## src/rtl/ysyx_25040129_lsu.sv

```systemverilog
// ysyx_25040129_lsu -- load/store unit between execute and writeback.
//
// Accepts one operation at a time from the execute stage. Memory operations
// issue a single aligned 32-bit bus request and wait for its response. All
// other operations pass the ALU result straight to writeback.
//
// Ports
//   clk, rst                  clock, asynchronous active-high reset
//   in_valid/in_ready         request from execute
//   in_result                 effective address, or writeback value for non-memory ops
//   in_wdata                  store data
//   in_read                   load kind: 1 LB, 2 LBU, 3 LH, 4 LHU, 5 LW, others none
//   in_write                  store kind: 1 SB, 2 SH, 3 SW, 0 none
//   in_rd, in_reg_write       destination register and its write enable
//   mem_req_valid/ready       bus request handshake
//   mem_addr/wen/wdata/wstrb  bus request payload
//   mem_rsp_valid/rdata/err   bus response, always accepted
//   wb_valid/wb_ready         writeback handshake
//   wb_data/rd/reg_write      writeback payload
//   lsu_fault                 bus error or misaligned access
//
// Build option
//   YSYX_25040129_LSU_MISALIGN_CHK_EN: misaligned half/word accesses skip the
//   bus and are reported as faults. When undefined, no alignment check is made.
//
// state | meaning
// IDLE  | ready for a new operation
// REQ   | bus request presented, waiting for mem_req_ready
// RESP  | waiting for the bus response
// DONE  | writeback presented, waiting for wb_ready

module ysyx_25040129_lsu (
    input  logic        clk,
    input  logic        rst,
    input  logic        in_valid,
    output logic        in_ready,
    input  logic [31:0] in_result,
    input  logic [31:0] in_wdata,
    input  logic [2:0]  in_read,
    input  logic [1:0]  in_write,
    input  logic [3:0]  in_rd,
    input  logic        in_reg_write,
    output logic        mem_req_valid,
    input  logic        mem_req_ready,
    output logic [31:0] mem_addr,
    output logic        mem_wen,
    output logic [31:0] mem_wdata,
    output logic [3:0]  mem_wstrb,
    input  logic        mem_rsp_valid,
    input  logic [31:0] mem_rdata,
    input  logic        mem_rsp_err,
    output logic        wb_valid,
    input  logic        wb_ready,
    output logic [31:0] wb_data,
    output logic [3:0]  wb_rd,
    output logic        wb_reg_write,
    output logic        lsu_fault
);

    typedef enum logic [1:0] {S_IDLE, S_REQ, S_RESP, S_DONE} state_t;

    state_t      state_q;
    logic [31:0] addr_q;
    logic [31:0] wdata_q;
    logic [3:0]  wstrb_q;
    logic        wen_q;
    logic [2:0]  read_q;
    logic [3:0]  rd_q;
    logic        reg_write_q;
    logic [31:0] wb_data_q;
    logic        fault_q;

    logic        is_store;
    logic        is_load;
    logic        misalign;
    logic [3:0]  wstrb_d;
    logic [31:0] wdata_d;
    logic [31:0] rdata_shift;
    logic [31:0] load_d;

    // A store wins when both load and store kinds are given.
    assign is_store = (in_write != 2'd0);
    assign is_load  = !is_store && (in_read >= 3'd1) && (in_read <= 3'd5);

    always_comb begin
        misalign = 1'b0;
`ifdef YSYX_25040129_LSU_MISALIGN_CHK_EN
        if (is_store) begin
            case (in_write)
                2'd2:    misalign = in_result[0];
                2'd3:    misalign = |in_result[1:0];
                default: misalign = 1'b0;
            endcase
        end else if (is_load) begin
            case (in_read)
                3'd3, 3'd4: misalign = in_result[0];
                3'd5:       misalign = |in_result[1:0];
                default:    misalign = 1'b0;
            endcase
        end
`endif
    end

    always_comb begin
        wstrb_d = 4'b0000;
        wdata_d = in_wdata;
        case (in_write)
            2'd1: begin
                wstrb_d = 4'b0001 << in_result[1:0];
                wdata_d = {4{in_wdata[7:0]}};
            end
            2'd2: begin
                wstrb_d = 4'b0011 << {in_result[1], 1'b0};
                wdata_d = {2{in_wdata[15:0]}};
            end
            2'd3: begin
                wstrb_d = 4'b1111;
                wdata_d = in_wdata;
            end
            default: begin
                wstrb_d = 4'b0000;
                wdata_d = in_wdata;
            end
        endcase
    end

    assign rdata_shift = mem_rdata >> {addr_q[1:0], 3'b000};

    always_comb begin
        case (read_q)
            3'd1:    load_d = {{24{rdata_shift[7]}}, rdata_shift[7:0]};
            3'd2:    load_d = {24'd0, rdata_shift[7:0]};
            3'd3:    load_d = {{16{rdata_shift[15]}}, rdata_shift[15:0]};
            3'd4:    load_d = {16'd0, rdata_shift[15:0]};
            default: load_d = rdata_shift;
        endcase
    end

    always_ff @(posedge clk or posedge rst) begin
        if (rst) begin
            state_q     <= S_IDLE;
            addr_q      <= 32'd0;
            wdata_q     <= 32'd0;
            wstrb_q     <= 4'd0;
            wen_q       <= 1'b0;
            read_q      <= 3'd0;
            rd_q        <= 4'd0;
            reg_write_q <= 1'b0;
            wb_data_q   <= 32'd0;
            fault_q     <= 1'b0;
        end else begin
            unique case (state_q)
                S_IDLE: begin
                    if (in_valid) begin
                        addr_q      <= in_result;
                        wdata_q     <= wdata_d;
                        wstrb_q     <= wstrb_d;
                        wen_q       <= is_store;
                        read_q      <= is_load ? in_read : 3'd0;
                        rd_q        <= in_rd;
                        reg_write_q <= in_reg_write;
                        wb_data_q   <= in_result;
                        fault_q     <= misalign;
                        if ((is_store || is_load) && !misalign)
                            state_q <= S_REQ;
                        else
                            state_q <= S_DONE;
                    end
                end
                S_REQ: begin
                    if (mem_req_ready)
                        state_q <= S_RESP;
                end
                S_RESP: begin
                    if (mem_rsp_valid) begin
                        if (mem_rsp_err) begin
                            fault_q   <= 1'b1;
                            wb_data_q <= addr_q;
                        end else if (!wen_q) begin
                            wb_data_q <= load_d;
                        end else begin
                            wb_data_q <= addr_q;
                        end
                        state_q <= S_DONE;
                    end
                end
                S_DONE: begin
                    if (wb_ready)
                        state_q <= S_IDLE;
                end
            endcase
        end
    end

    assign in_ready      = (state_q == S_IDLE);
    assign mem_req_valid = (state_q == S_REQ);
    assign wb_valid      = (state_q == S_DONE);
    assign mem_addr      = {addr_q[31:2], 2'b00};
    assign mem_wen       = wen_q;
    assign mem_wdata     = wdata_q;
    assign mem_wstrb     = wstrb_q;
    assign wb_data       = wb_data_q;
    assign wb_rd         = rd_q;
    assign wb_reg_write  = reg_write_q && !fault_q;
    assign lsu_fault     = fault_q;

endmodule
```

## config.mk

```make
export PLATFORM = sky130hd
export DESIGN_NAME = ysyx_25040129_lsu
export DESIGN_NICKNAME = d
export VERILOG_FILES = /design/src/rtl/ysyx_25040129_lsu.sv
export SDC_FILE = /design/constraint.sdc
export NUM_CORES = 1
export LEC_CHECK = 0
export CORE_UTILIZATION = 30
export DETAILED_ROUTE_END_ITERATION = 6
export PLACE_DENSITY = 0.66
export SLEW_MARGIN = 10
export SYNTH_ARGS = -nofsm -noshare
export SYNTH_HDL_FRONTEND = slang
export SYNTH_SLANG_ARGS = --single-unit
```

## constraint.sdc

```tcl
create_clock -name clk -period 7 [get_ports clk]
set_clock_uncertainty 0.05 [all_clocks]
set_input_delay 2.1 -clock clk [delete_from_list [all_inputs] [get_ports clk]]
set_output_delay 2.1 -clock clk [all_outputs]
set_load 0.05 [all_outputs]
```

======== Word-level counts from Yosys, hierarchy flattened ========
Index checks and enable logic that the tools add are counted.
word-level totals
  word-level logic and storage cells ...... 62
  output and inout port bits .............. 110
  bits in latches ......................... 0
  bits in read-only memories .............. 0
  memory bits (writable) .................. 0
  input bits .............................. 113
  bits in registers ....................... 112
  memories ................................ 0
operators by class
  reductions and logical operators ........ 13
  add/subtract/negate cells ............... 0
  $lt $le $gt $ge ......................... 2
  $mul .................................... 0
  bitwise logic cells ..................... 0
  shifts and indexed selects .............. 3
  eq/ne operators ......................... 15
  divide/modulo/power cells ............... 0
  mux-type cells .......................... 19
operators by type and width
  kind                                                    number
  2-to-1 mux 32 bit                                       4
  one-hot mux 32 bit (2 select lines)                     2
  one-hot mux 32 bit (4 select lines)                     1
  right shift 32 x 5 -> 32 bit                            1
  one-hot mux 4 bit (3 select lines)                      1
  2-to-1 mux 2 bit                                        5
  == test 2 bit (second input constant)                   4
  one-hot mux 2 bit (4 select lines)                      1
  AND reduction 4 bit                                     2
  == test 3 x 2 -> 1 bit (second input constant)          2
  inequality test 2 bit (second input constant)           3
  == test 2 x 1 -> 1 bit (second input constant)          2
  inequality test 2 x 1 -> 1 bit (second input constant)  2
  nonzero test 2 bit                                      2
  left shift 1 x 2 -> 4 bit (first input constant)        1
  left shift 2 x 2 -> 4 bit (first input constant)        1
  == test 3 x 1 -> 1 bit (second input constant)          1
  == test 3 bit (second input constant)                   1
  >= comparator 3 x 1 -> 1 bit (second input constant)    1
  <= comparator 3 bit (second input constant)             1
  logical AND 1 bit                                       3
  2-to-1 mux 1 bit                                        3
  2-to-1 mux 3 bit                                        1
  AND reduction 3 bit                                     1
  5 further kinds                                         6

======== Depth between registers and ports, before layout ========
Gate-level depths: netlist of run 1.
  word-level depth ........................ 8
  gate-level depth with buffers ........... 9
  depth with buffers taken out ............ 7

======== Least setup slack after synthesis of run 1 ========
OpenSTA, ideal clock, no wires.
  kind .................................... register to output
  from .................................... register fault_q, in the netlist lsu_fault
  to ...................................... output port wb_reg_write
  data required time ...................... 4.850 ns
  data arrival time ....................... 1.329 ns
  path slack .............................. 3.521 ns
  cell stages (with the launch flop) ...... 2
  cell sequence ........................... dfrtp_1 > nor2b_1
on the way
  cells in the longest elaborated chain, start to end .. 2
ends and longest elaborated chain
  what                    line  text
  from (decl)             71    logic fault_q;
  from (signal assigned)  163   fault_q <= misalign;
  zero test 1 bit         204   assign wb_reg_write = reg_write_q && !fault_q;
  logical AND 1 bit       204
  to (decl)               56    output logic wb_reg_write,
No other way between the ends.

======== Worst setup path in the final report of run 1 ========
  from .................................... input port in_write[0]
  to ...................................... register wdata_q[17], in the netlist mem_wdata[17]
on the way
  cells in the longest elaborated chain, start to end .. 2
ends and longest elaborated chain
  what                                                            line  text
  from (decl)                                                     40    input logic [1:0] in_write,
  == test 2 bit / == test 2 x 1 -> 1 bit (equally long branches)  107   case (in_write)
  one-hot mux 32 bit (2 select lines) *                           107
  to (signal assigned)                                            156   wdata_q <= wdata_d;
  to (decl)                                                       64    logic [31:0] wdata_q;
Mark *: on every way between the ends. The rest lies on a longest branch, timed or not.
A chain may end at the register's enable or synchronous reset.

==> flow_summary.toml, run 1 <==
[outcome]
status = "finished clean"

[timing]
postLayoutSetupSlackWorst_ns = 2.50
slew_viol_final = 0
setup_viol = 0
max_freq_ghz = 0.222
rsz0062_at_grt = "false"
holdWs_ns = 0.424
max-slew-margin-rel_pct = 32.4
period_minus_slack_ns = 4.50
fin_setup_tns_ns = 0
period_share_pct = 64.3
tightest_slew_ns = 1.01
hold_violations = 0

[setup_path]
critical_path.max_stage_delay_ns = 0.61
cp_top_family = "buffers and inverters"
critPathCaptureType = "flop"
cp_num_buf_inv = 3
reg2reg_from = "state_q[0]"
cp.arrival_ns = 4.75
path_cells = "clkdlybuf4s50_1, inv_1, ha_1, clkinv_1, nor2_1, a221oi_1, nor2_1"
cp-startpoint = "in_write[0]"
start_kind = "input port"
path_class = "input port to flop"
worst_path_most_repeated_cell = "nor2_1"
worstPathMaxFanout = 17
crit_required_ns = 7.25
crit_slowest_cell = "nor2_1"

[clock_tree]
cts_hold_buf = 0
tritoncts = "built"
htreeDepth = 3
postCtsSetupBuffers = 0
cts.sinks = 112
cts_buffer_depth = 2
cts_resized = 0
clkTransAtPathRegs_ns = 0.09
cts_buffers = 9
clk-insertion-delay-late_ns = 0.36
root_buffer = "clkbuf_16"

[detailed_routing]
dr.pass1.iters = 4
drc = 0
drtAntennaViolNets = 0
vias = 5549
wirelength_mm = 19.8
viasPerCell = 4.94
drtIter0Drc = 283
post_drt_wl_per_cell_um = 17.6

[power_and_ir_drop]
clkPwrFrac_pct = 12.5
cell_internal_pwr_mw = 2.15
ir_drop_mv = 0.330
p_switching_mw = 2.34
pwr-share-comb_pct = 61.6
swShare_pct = 52.0
seqPwrFrac_pct = 25.9
powerDensity_mw_per_mm2 = 530
p_leak_nw = 3.61
power_mw = 4.49

[placed_design]
gp_congestion = 0.822
io_buffers = 220
dpl.cell_count = 1108
place_area_sq_mm = 0.00815
hpwl_mm = 14.1
dpl_worst_slack_ns = 2.12

[global_routing]
grt_pass1_wl_mm = 30.4
grt_overflow_total = 0
grt_pass1_vias = 5410
grt_max_degree = 74
grt_antenna_before_repair = 0
track_usage_pct = 19.6

[cells_and_area]
final_area_sq_mm = 0.00847
fin_nets = 976
diodes = 0
utilization_pct = 43.4
area_growth_pct = 41.8
nFillCells = 1950
multiInputGateArea_sq_mm = 0.00270
seqCellArea_sq_mm = 0.00280
drive_above_1_share_pct = 4.42
final_cells = 1124

[floorplanning]
core_area_sq_mm = 0.0195
die_y_um = 143
die_w_um = 143
io_pins = 223
rows = 51
start_util_pct = 30.6
fp.dieArea_sq_mm = 0.0205

[logic_synthesis]
synth_cells = 689
async_flop_share_pct = 100
synth.cell_area_sq_mm = 0.00598
seq_area_frac_synth_pct = 46.9
synth-edff-count = 0
synthFlopType = "dfrtp_1"
syn_avg_cell_area_sq_um = 8.67
synth_warnings = 0
ys_ff_latch = 112
synth_cell_types = 53

[min_path]
hold_path_class = "flop to flop"
min-delay-start = "mem_wstrb[0]"

[job]
cap_violations = 0
[path summary, 6_finish.rpt]
kind / slack (ns) / depth (start not counted) / endpoint
max: 2.50 / 7 / mem_wdata[17]
min: 0.42 / 2 / mem_wstrb[0]
max reg2reg: 4.59 / 9 / wb_data[26]
min reg2reg: 0.42 / 2 / mem_wstrb[0]
max in group asynchronous: 3.56 / 3 / wb_data[2]
min in group asynchronous: 2.20 / 2 / state_q[1]
[placed cells by master, fill, tap and decap left out, drive strengths merged, types with 2 or more instances in the layout]
cell and instances:
clkbuf 9, ha 9, clkinv 2, and2 6
a311oi 3, clkdlybuf4s50 220, a22o 9, o21ai 52
o311ai 5, a221o 3, nor2 45, or2 2
o22ai 8, nor3b 6, a21oi 48, a211oi 6
nand4 2, a22oi 17, or3 11, o2111ai 6
inv 14, a221oi 8, mux2i 19, buf 10
conb 2, nor3 10, dfrtp 112, mux2 2
nand2 177, nand2b 10, nor2b 10
[registers in the layout (all words and copies together) (netlist names)]
name / count
read_q: 3
mem_wstrb: 4
state_q: 2
addr_q: 32
mem_wen: 1
lsu_fault: 1
wb_rd: 4
reg_write_q: 1
mem_wdata: 32
wb_data: 32
[per-layer routing]
layer	wire (um)	vias to the layer above	global-route usage (%)	part of all wire, %
met4	523	0	7.87	2.6
met1	8740	2644	26.5	44
met3	1350	33	4.09	6.8
met5	0	-	0	0
li1	-	2661	-	-
met2	9160	211	30.2	46
[kinds of logic (layout without fill, tap and decap cells)]
logic type | after synthesis | count (layout) | share of synthesized area [%]
AND/OR/NAND/NOR | 284 | 284 | 20.9
AO/OA/AOI/OAI | 172 | 172 | 18.1
flip-flops | 112 | 112 | 46.9
buffers and inverters | 88 | 257 | 8.12
multiplexers | 22 | 22 | 3.94
adder cells (fa/ha/maj) | 9 | 9 | 1.88
other | 1 | 2 | 0.0627
XOR/XNOR | 1 | 1 | 0.147
[synth_stat cells, types with 9 or more instances]
master	number	share of area [%]
nand2b_1	10	1.0
dfrtp_1	112	47
a22oi_1	17	2.1
or3_1	11	1.2
nand2_1	176	11
a21oi_1	48	4.0
mux2i_1	19	3.2
ha_1	9	1.9
buf_4	33	4.1
a22o_1	9	1.3
o21ai_0	44	3.7
inv_1	10	0.63
nor2b_1	10	1.0
nor2_1	45	2.8
clkbuf_1	33	2.1
[power by group through the flow]
stage	sequential (mW)	clock [mW]	combinational (mW)
finish	1.16	0.560	2.76
global route	1.20	0.602	2.95
CTS	1.16	0.575	2.79
detailed placement	1.17	0	2.78
global placement	1.17	0	2.75
floorplan	1.82	0	1.31
[worst min-delay path, cell delays in order, from the launching register on]
cell and delay [ns]:
dfrtp_1 0.35, nand2_1 0.05, nand2_1 0.04
[final cells by class]
type                            count  area share [%]
Multi-Input combinational cell    490            31.8
Inverter                           11           0.517
Clock buffer                        9            2.66
Sequential cell                   112            33.1
Clock inverter                      7            1.14
Tap cell                          265            3.91
Timing Repair Buffer              230            26.9
Power figures use the tool's default switching activity.
==> inputs of run 2 (changes only) <==
Settings changed: PLACE_DENSITY 0.66 to 0.68.
Clock period 7 ns to 4.11 ns, I/O delays scaled along.
==> flow_summary.toml, run 2 (synthesis results as in run 1) <==
[setup_path]
crit_slowest_cell = "clkdlybuf4s50_1"
crit_cells = 3
worstPathMaxFanout = 7
critPathCaptureType = "primary output"
reg2reg_depth = 8
cp_num_buf_inv = 2
critical_path.max_stage_delay_ns = 0.85
start_kind = "flop"
cp_top_family = "buffers and inverters"
path_class = "flop to primary output"
crit_required_ns = 2.83
cp.arrival_ns = 1.99
path_cells = "inv_1, ha_1, clkdlybuf4s50_1"

[clock_tree]
cts_resized = 0
tritoncts = "built"
clkTransAtPathRegs_ns = 0.07
postCtsSetupBuffers = 0
cts.sinks = 112
clk-insertion-delay-late_ns = 0.35
htreeDepth = 3
cts_hold_buf = 0
root_buffer = "clkbuf_16"
cts_buffer_depth = 2
cts_buffers = 9

[cells_and_area]
layout_commonest_cell = "clkdlybuf4s50_1"
area_growth_pct = 42.4
final_cells = 1129
diodes = 0
fin_nets = 981
layout_common_cells = "clkdlybuf4s50_1 (220), nand2_1 (175), dfrtp_1 (112), a21oi_1 (48), nor2_1 (45)"
drive_above_1_share_pct = 4.98

[timing]
slew_viol_final = 0
fin_setup_tns_ns = 0
period_share_pct = 79.7
hold_violations = 0
rsz0062_at_grt = "false"
period_minus_slack_ns = 3.28
setup_viol = 0
tightest_slew_ns = 0.888
max_freq_ghz = 0.305
max-slew-margin-rel_pct = 40.8

[power_and_ir_drop]
p_leak_nw = 3.62
ir_drop_mv = 0.328
powerDensity_mw_per_mm2 = 894

[min_path]
hold_depth = 2
hold_path_class = "flop to flop"

[global_routing]
grt_pass1_wl_mm = 30.5
grt_antenna_before_repair = 0
track_usage_pct = 19.5
grt_pass1_vias = 5367
grt_overflow_total = 0
grt_max_degree = 113

[floorplanning]
start_util_pct = 30.6
core_area_sq_mm = 0.0195
die_w_um = 143
fp.dieArea_sq_mm = 0.0205
rows = 51
io_pins = 223
die_y_um = 143

[detailed_routing]
drtAntennaViolNets = 0
wirelength_mm = 20.0
post_drt_wl_per_cell_um = 17.7
vias = 5580
drc = 0
drtIter0Drc = 317
dr.pass1.iters = 5
viasPerCell = 4.94

[placed_design]
gp_congestion = 0.843
hpwl_mm = 14.5
io_buffers = 220
dpl.cell_count = 1113

[job]
cap_violations = 0

[outcome]
status = "finished clean"
==> run 2: cell count changes in the layout (fill, tap and decap cells not counted), sizes merged <==
cell / delta
clkinv: +2
bufinv: -1
buf: +5
inv: -5
clkinvlp: +2
clkbuf: +2
==> run 2: worst paths after layout <==
check | from | end | slack, ns
worst max-delay path | state_q[0] | in_ready | 0.83
worst min-delay path | mem_wstrb[0] | mem_wstrb[0] | 0.42
worst max register to register | state_q[0] | wb_data[17] | 1.42
worst min register to register | mem_wstrb[0] | mem_wstrb[0] | 0.42
max in group asynchronous | rst | wb_data[18] | 2.16
min in group asynchronous | rst | state_q[0] | 1.31
==> run 2: worst reg2reg max path, stage by stage (launching register included) <==
cell and delay [ns]:
dfrtp_1 0.41, inv_1 0.09, ha_1 0.14, buf_4 0.31
nor2b_1 0.29, or3_1 0.74, buf_4 0.30, nor3_1 0.05
a211oi_1 0.22
==> run 2: area by class of cell <==
cell class / count / area (sq um)
clock buffers: 11 / 253
clock inverters: 5 / 41.3
fillers: 1932 / 11000
inverters: 11 / 45.0
multi-input cells: 490 / 2700
flip-flops and latches: 112 / 2800
well taps: 265 / 332
repair buffers: 235 / 2340
==> run 2: stage by stage <==
| stage | power [mW] | instance area, sq um | utilization, % | setup WS (ns) | hold WS, ns |
|---|---|---|---|---|---|
| 4_1_cts | 7.65 | 8510 | 43.6 | 0.804 | 0.429 |
| 2_1_floorplan | 5.33 | 5980 | - | 1.47 | 0.388 |
| 5_1_grt | 8.04 | 8510 | 43.6 | 0.716 | 0.450 |
| 3_3_place_gp | 6.71 | 8220 | 42.1 | 0.735 | 0.410 |
| 3_5_place_dp | 6.76 | 8220 | 42.1 | 0.681 | 0.409 |
| 6_report | 7.61 | 8510 | 43.6 | 0.835 | 0.421 |
==> run 2: power breakdown <==
part	switching, mW	internal, mW	leakage, nW
Sequential	0.386	1.62	1.36
Combinational	3.15	1.57	2.12
Clock	0.423	0.449	0.138
==> run 2: layer usage <==
layer,global-route usage [%],share of wire [%],vias to the layer above
met5,0,0,-
met4,6.40,1.8,0
met3,4.53,7.7,25
met2,31.0,47,233
met1,26.0,44,2654
li1,-,-,2668
